--- src/rtl/multiplier_pkg.sv ---
// -----------------------------------------------------------------------------
// multiplier_pkg
// Shared constants for the shift-and-add multiply-accumulate block:
//   DEF_WIDTH  default operand width
//   CNT_W      width of the iteration counter (WIDTH must stay below 2**CNT_W)
//   S_IDLE / S_RUN / S_DONE  FSM state encoding
// -----------------------------------------------------------------------------
package multiplier_pkg;

  localparam int DEF_WIDTH = 8;
  localparam int CNT_W     = 4;

  localparam logic [1:0] S_IDLE = 2'b00;
  localparam logic [1:0] S_RUN  = 2'b01;
  localparam logic [1:0] S_DONE = 2'b10;

endpackage : multiplier_pkg

--- src/rtl/mac_add8.sv ---
// -----------------------------------------------------------------------------
// mac_add8
// WIDTH-bit ripple-carry adder with carry-out, used as the accumulate stage of
// the multiplier.
//   x, y  : addends
//   sum   : low WIDTH bits of x + y
//   cout  : carry out of the top bit
// -----------------------------------------------------------------------------
module mac_add8 #(
  parameter int WIDTH = 8
) (
  input  logic [WIDTH-1:0] x,
  input  logic [WIDTH-1:0] y,
  output logic [WIDTH-1:0] sum,
  output logic             cout
);

  logic [WIDTH:0] carry;

  assign carry[0] = 1'b0;

  for (genvar i = 0; i < WIDTH; i++) begin : g_fa
    assign sum[i]     = x[i] ^ y[i] ^ carry[i];
    assign carry[i+1] = (x[i] & y[i]) | (carry[i] & (x[i] ^ y[i]));
  end

  assign cout = carry[WIDTH];

endmodule : mac_add8

--- src/rtl/multiplier.sv ---
// -----------------------------------------------------------------------------
// multiplier
// Sequential unsigned multiply-accumulate: PROD = m1*m2 + a, computed by a
// radix-2 shift-and-add loop over WIDTH clock cycles.
//   clk    : clock, all state changes on the rising edge
//   rst_n  : synchronous active-low reset
//   load   : start request; restarts the operation whenever it is high
//   m1     : multiplier operand (unsigned)
//   m2     : multiplicand operand (unsigned)
//   a      : addend (unsigned)
//   PROD   : registered result, written only when an operation completes
//   ready  : PROD holds the result of the most recent load
// -----------------------------------------------------------------------------
module multiplier
  import multiplier_pkg::*;
#(
  parameter int WIDTH = DEF_WIDTH
) (
  input  logic               clk,
  input  logic               rst_n,
  input  logic               load,
  input  logic [WIDTH-1:0]   m1,
  input  logic [WIDTH-1:0]   m2,
  input  logic [WIDTH-1:0]   a,
  output logic [2*WIDTH-1:0] PROD,
  output logic               ready
);

  logic [1:0]         state;
  logic [CNT_W-1:0]   cnt;
  logic [2*WIDTH-1:0] p;
  logic [2*WIDTH-1:0] p_next;
  logic [WIDTH-1:0]   m2_q;
  logic [WIDTH-1:0]   add_sum;
  logic               add_cout;
  logic               last_iter;

  mac_add8 #(.WIDTH(WIDTH)) u_add (
    .x    (p[2*WIDTH-1:WIDTH]),
    .y    (m2_q),
    .sum  (add_sum),
    .cout (add_cout)
  );

  // The addend preloaded into the upper half of P is shifted down by exactly
  // WIDTH positions over the run, so it lands in the result unscaled. The
  // carry-out re-enters at the MSB, so m1*m2 + a never overflows 2*WIDTH bits.
  always_comb begin
    p_next = {1'b0, p[2*WIDTH-1:1]};
    if (p[0]) begin
      p_next = {add_cout, add_sum, p[WIDTH-1:1]};
    end
  end

  // The final iteration is the edge on which the counter reaches WIDTH; the
  // result is taken from p_next so PROD and ready update on that same edge.
  assign last_iter = (cnt == CNT_W'(WIDTH - 1));

  // NOTE: every register here is sequential state, so all updates use
  // non-blocking assignments; the reset branch covers every register.
  always_ff @(posedge clk) begin
    if (!rst_n) begin
      state <= S_IDLE;
      cnt   <= '0;
      p     <= '0;
      m2_q  <= '0;
      PROD  <= '0;
      ready <= 1'b0;
    end else if (load) begin
      // A load in any state (including mid-run) restarts from scratch; PROD
      // is left untouched so no partial product is ever exposed.
      state <= S_RUN;
      cnt   <= '0;
      p     <= {a, m1};
      m2_q  <= m2;
      ready <= 1'b0;
    end else begin
      case (state)
        S_RUN: begin
          p   <= p_next;
          cnt <= cnt + CNT_W'(1);
          if (last_iter) begin
            PROD  <= p_next;
            ready <= 1'b1;
            state <= S_DONE;
          end
        end
        S_IDLE, S_DONE: begin
          // Hold PROD and ready until the next load.
        end
        default: begin
          state <= S_IDLE;
        end
      endcase
    end
  end

endmodule : multiplier

--- config.mk ---
export PLATFORM = sky130hd
export DESIGN_NAME = multiplier
export DESIGN_NICKNAME = d
export VERILOG_FILES = /design/src/rtl/multiplier_pkg.sv /design/src/rtl/mac_add8.sv /design/src/rtl/multiplier.sv
export SDC_FILE = /design/constraint.sdc
export NUM_CORES = 1
export LEC_CHECK = 0
export CAP_MARGIN = 10
export CORE_MARGIN = 2
export CORE_UTILIZATION = 55
export DETAILED_ROUTE_END_ITERATION = 8
export PLACE_DENSITY = 0.85
export SYNTH_ARGS = -nofsm -noshare
export SYNTH_HDL_FRONTEND = slang
export SYNTH_SLANG_ARGS = --single-unit
--- constraint.sdc ---
create_clock -name clk -period 10.43 [get_ports clk]
set_clock_uncertainty 0.15 [all_clocks]
set_input_delay 2.086 -clock clk [delete_from_list [all_inputs] [get_ports clk]]
set_output_delay 2.086 -clock clk [all_outputs]
set_load 0.01 [all_outputs]
# Yosys cells after proc, flatten, opt, wreduce, memory -nomap -nowiden
# Index checks and enable logic that the tools add are counted.
# word_totals
word_cells	68
inputBits	27
ramBits	0
mem_count	0
output_inout_bits	17
regBits	47
rom_bits	0
latchBits	0
# op_classes
addsub	1
n_reduce_logical	8
eq_ne	6
bitwise	40
multipliers	0
div	0
n_lt_le_gt_ge	0
mux	6
n_shift	0
# op_table
operator	count
$mux 16	3
$and 1x1->1	15
$xor 1x1->1	15
$or 1x1->1	7
$reduce_and 2->1	3
$add 4x1->4 const B	1
$eq 4x3->1 const B	1
$ne 2x2->1 const B	2
$pmux 2 s2	1
$reduce_or 2->1	2
$ne 3x3->1 const B	1
$not 1->1	3
$reduce_and 3->1	1
$eq 2x1->1 const B	1
$eq 2x2->1 const B	1
$logic_not 2->1	1
$mux 2	1
$reduce_bool 2->1	1
$mux 1	1

# Logic depth before layout (Yosys ltp)
# depth
ltp_word	18
mapped_depth	13

# Modules after synthesis
# From an unflattened synthesis, not the netlist that was laid out.
# unflattened
hier_cells	249
hier_area_um2	2152.1
# modules_own_cells
module	cells_per_inst	area_per_inst_um2	n_inst
multiplier	231	1961.9	1
mac_add8	18	190.2	1

# Worst setup path after synthesis
# Ideal clock, no wire load.
# synth_timing
path_type	reg-to-reg
start	reg p[8]
end	reg PROD[14]
t_arrival_ns	3.479
stages_incl_launch_ff	14
t_required_ns	10.165
setup_slack_ns	6.686
setup_ns	0.115
path_cell_list	dfxtp_1 -> ha_1 -> fa_1 -> fa_1 -> fa_1 -> fa_1 -> inv_1 -> fa_1 -> inv_1 -> fa_1 -> fa_1 -> mux2_1 -> nand4_1 -> o21ai_2
# synth_via
elab_chain_len	15
# synth_rtl
item	line_no	source
start: declaration	multiplier.sv:31	logic [2*WIDTH-1:0] p;
start signal: assignment	multiplier.sv:74	p <= {a, m1};
start signal: assignment	multiplier.sv:80	p <= p_next;
$and 1x1->1 (2 in series)	mac_add8.sv:24	assign carry[i+1] = (x[i] & y[i]) | (carry[i] & (x[i] ^ y[i]));
$or 1x1->1	mac_add8.sv:24	
$and 1x1->1	mac_add8.sv:24	
$or 1x1->1	mac_add8.sv:24	
$and 1x1->1	mac_add8.sv:24	
$or 1x1->1	mac_add8.sv:24	
$and 1x1->1	mac_add8.sv:24	
$or 1x1->1	mac_add8.sv:24	
$and 1x1->1	mac_add8.sv:24	
$or 1x1->1	mac_add8.sv:24	
$and 1x1->1	mac_add8.sv:24	
$or 1x1->1	mac_add8.sv:24	
$xor 1x1->1	mac_add8.sv:23	assign sum[i] = x[i] ^ y[i] ^ carry[i];
$mux 16	multiplier.sv:50	if (p[0]) begin
end signal: assignment	multiplier.sv:83	PROD <= p_next;
end: declaration	multiplier.sv:25	output logic [2*WIDTH-1:0] PROD,
# No other way between the ends.
# A chain may end at the register's enable or synchronous reset.

# Worst setup path in the final report
# layout_timing
start	in load
end	reg PROD[15]
# layout_via
elab_chain_len	2
# layout_rtl
item	line_no	source
start: declaration	multiplier.sv:21	input logic load,
$not 1->1 (no line)	n/a	
$reduce_and 3->1 (no line)	n/a	
# No other way between the ends.

==> flow_metrics.env <==
export IMPL_ant_nets=0
export IMPL_synth_cells=243
export IMPL_gp_congestion=0.7862
export IMPL_critPathKind="in -> reg"
export IMPL_cp_required_ns=10.53
export IMPL_timing_hold_ws_ns=0.3093
export IMPL_max_freq_ghz=0.2279
export IMPL_die_w_microns=67.10
export IMPL_setup_violations=0
export IMPL_synth_cell_types=30
export IMPL_grt_pass1_vias=1701
export IMPL_wirelength_microns=4433
export IMPL_ys_seq_area_share_pct=42.97
export IMPL_setup_ws_ns=6.041
export IMPL_slowest_stage="clkdlybuf4s50_1"
export IMPL_cp_data_arrival_time_ns=4.48
export IMPL_post_place_ws_ns=5.709
export IMPL_clk_pin_slew_worst_paths_ns=0.08
export IMPL_grt_overflow=0
export IMPL_syn_area_per_cell_sq_um=9.011
export IMPL_hold_buffers=0
export IMPL_drc=0
export IMPL_grt_max_degree=45
export IMPL_floorplan_initialDensity_pct=58.49
export IMPL_cp_end_kind="flop"
export IMPL_total_leakage_power_nw=0.9878
export IMPL_die_h_microns=67.10
export IMPL_cts_buffers=5
export IMPL_critPathMaxStageDelay_ns=0.89
export IMPL_routed_via_density=5.666
export IMPL_peakVddDrop_mv=0.08690
export IMPL_syn2layout_area_growth_pct=21.09
export IMPL_dp_hpwl_microns=3082
export IMPL_grt_usage_pct=22.33
export IMPL_clock_root_buffer="clkbuf_8"
export IMPL_startpoint_type="input pin"
export IMPL_vias=1830
export IMPL_use_met1_pct=28.33
export IMPL_cts_sinks=47
export IMPL_fin_crit_ns=4.389
export IMPL_hold_violations=0
export IMPL_final_nets=310
export IMPL_antenna_found_initial=0
export IMPL_synth_top_cell_by_area="dfxtp_1"
export IMPL_rows=22
export IMPL_cp_cell_sequence="clkdlybuf4s50_1 -> nor3b_4 -> and2_4 -> mux2i_1"
export IMPL_hold_class="reg -> reg"
export IMPL_fillCellCount=300
export IMPL_postCtsSetupBuffers=0
export IMPL_cts_tree="done"
export IMPL_worstPathMaxFanout=22
export IMPL_finalInstanceArea_sq_um=2651
export IMPL_drv_slew=0
export IMPL_insertion_delay_ns=0.31
export IMPL_grt_busiest_layer="met2"
export IMPL_fp_dieArea_sq_um=4502
export IMPL_syn_nets=279
export IMPL_drv_cap=0
export IMPL_syn_area_sq_um=2190
export IMPL_post_drt_wl_per_cell_microns=13.72
export IMPL_period_share_pct=42.08
export IMPL_io_pin_count=44
export IMPL_p_per_area_nw_per_um2=128.1
export IMPL_ys_seq_elements=47
export IMPL_use_met2_pct=37.75
export IMPL_cts_buffer_depth=2
export IMPL_coreArea_sq_um=3744
export IMPL_firstDrtPassIters=4
export IMPL_portBuffers=43
export IMPL_worst_pin_slew_ns=0.9645
export IMPL_post_dp_cell_area_sq_um=2566
export IMPL_status="finished clean"
export IMPL_drt_iter0_drc=117
export IMPL_grt_util_met3_pct=4.223
export IMPL_htreeDepth=2
export IMPL_synth_top_area_share_pct=42.97
export IMPL_diodes=0
export IMPL_drive_gt1_share_pct=7.636
export IMPL_cts_resized_gates=0
export IMPL_final_setup_tns_ns=0
export IMPL_slew_headroom_pct=35.57
export IMPL_rsz0062_at_grt="no"
export IMPL_grt_pass1_wl_microns=7583
export IMPL_yosys_warnings=0
export IMPL_synth_area_leaders="dfxtp_1 43%, nand2_1 8.4%, fa_1 6.4%, mux2i_1 4.6%, a31oi_1 4.3%"
layer usage:
layer | vias to the layer above | part of all wire, %
li1 | 908 | -
met3 | 9 | 4.6
met2 | 44 | 49
met4 | 0 | 1.9
met5 | - | 0
met1 | 869 | 45
final cells by class:
| cell class | count | area, sq um | share of cell area [%] |
|---|---|---|---|
| Clock buffer | 6 | 72.57 | 2.737 |
| Clock inverter | 2 | 12.51 | 0.4719 |
| Inverter | 6 | 22.52 | 0.8495 |
| Multi-Input combinational cell | 170 | 1105 | 41.67 |
| Sequential cell | 47 | 940.9 | 35.49 |
| Tap cell | 48 | 60.06 | 2.265 |
| Timing Repair Buffer | 44 | 437.9 | 16.52 |
cell usage after synthesis, drive strengths merged:
cell / n
o21ai: 25
and2: 2
mux2: 7
a21oi: 6
mux2i: 10
nand3: 10
nor2: 12
nand4: 14
ha: 2
nand3b: 1
and3b: 1
dfxtp: 47
clkbuf: 8
a31oi: 15
or3: 1
xor2: 1
xnor2: 1
nand2b: 1
nand2: 49
nor2b: 2
nor3b: 1
buf: 12
fa: 7
o211ai: 2
inv: 6
cell usage in the layout, fill, tap and decap left out, types with 7 or more instances in the layout:
cell / netlist / routed
nor2_1: 12 / 12
o21ai_2: 10 / 10
fa_1: 7 / 7
clkdlybuf4s50_1: 0 / 43
dfxtp_1: 47 / 47
mux2_1: 7 / 7
mux2i_1: 10 / 10
nand2_1: 49 / 49
nand4_1: 14 / 14
o21ai_0: 9 / 9
a31oi_1: 15 / 15
nand3_1: 10 / 10
worst max-delay path: cells and delay by family:
family	cells	cell delay [ns]
and+or+nand+nor	2	1.30
buffers and inverters	1	0.89
muxes	1	0.20
stage by stage:
| step | cells | power, mW | util [%] |
|---|---|---|---|
| 6_report | 323 | 0.3398 | 70.82 |
| 3_5_place_dp | 315 | 0.2363 | 68.55 |
| 5_1_grt | 323 | 0.3539 | 70.82 |
| 3_3_place_gp | 315 | 0.2351 | 68.55 |
| 4_1_cts | 323 | 0.3423 | 70.82 |
| 2_1_floorplan | 243 | 0.2213 | - |
path summary, 6_finish.rpt:
check	slack (ns)	endpoint	startpoint	cells after the start
worst min register to register	0.31	PROD[9]	PROD[9]	2
worst min-delay path	0.31	PROD[9]	PROD[9]	2
worst max-delay path	6.04	PROD[15]	load	4
worst max register to register	6.51	PROD[14]	p[8]	13
cells by family (layout without fill, tap and decap cells):
| kind of cell | after synthesis | in the layout | share of synthesized area (%) |
|---|---|---|---|
| adder cells (fa/ha/maj) | 9 | 9 | 7.542 |
| AND/OR/NAND/NOR | 94 | 94 | 20.17 |
| multiplexers | 17 | 17 | 8.172 |
| XOR/XNOR | 2 | 2 | 0.8001 |
| flip-flops | 47 | 47 | 42.97 |
| AO/OA/AOI/OAI | 48 | 48 | 13.77 |
| buffers and inverters | 26 | 58 | 6.571 |
state kept, by name, summed over array words and instances (netlist names):
name and count:
m2_q 8, state 2, p 16, cnt 4, PROD 16, ready 1
power by group:
group	leakage [nW]	total, mW	internal (mW)	switching (mW)
clock	0.0412	0.108	0.0469	0.0607
sequential	0.384	0.193	0.186	0.00659
combinational	0.562	0.0395	0.0195	0.0201
No activity file was read; power rests on OpenSTA's default activity.
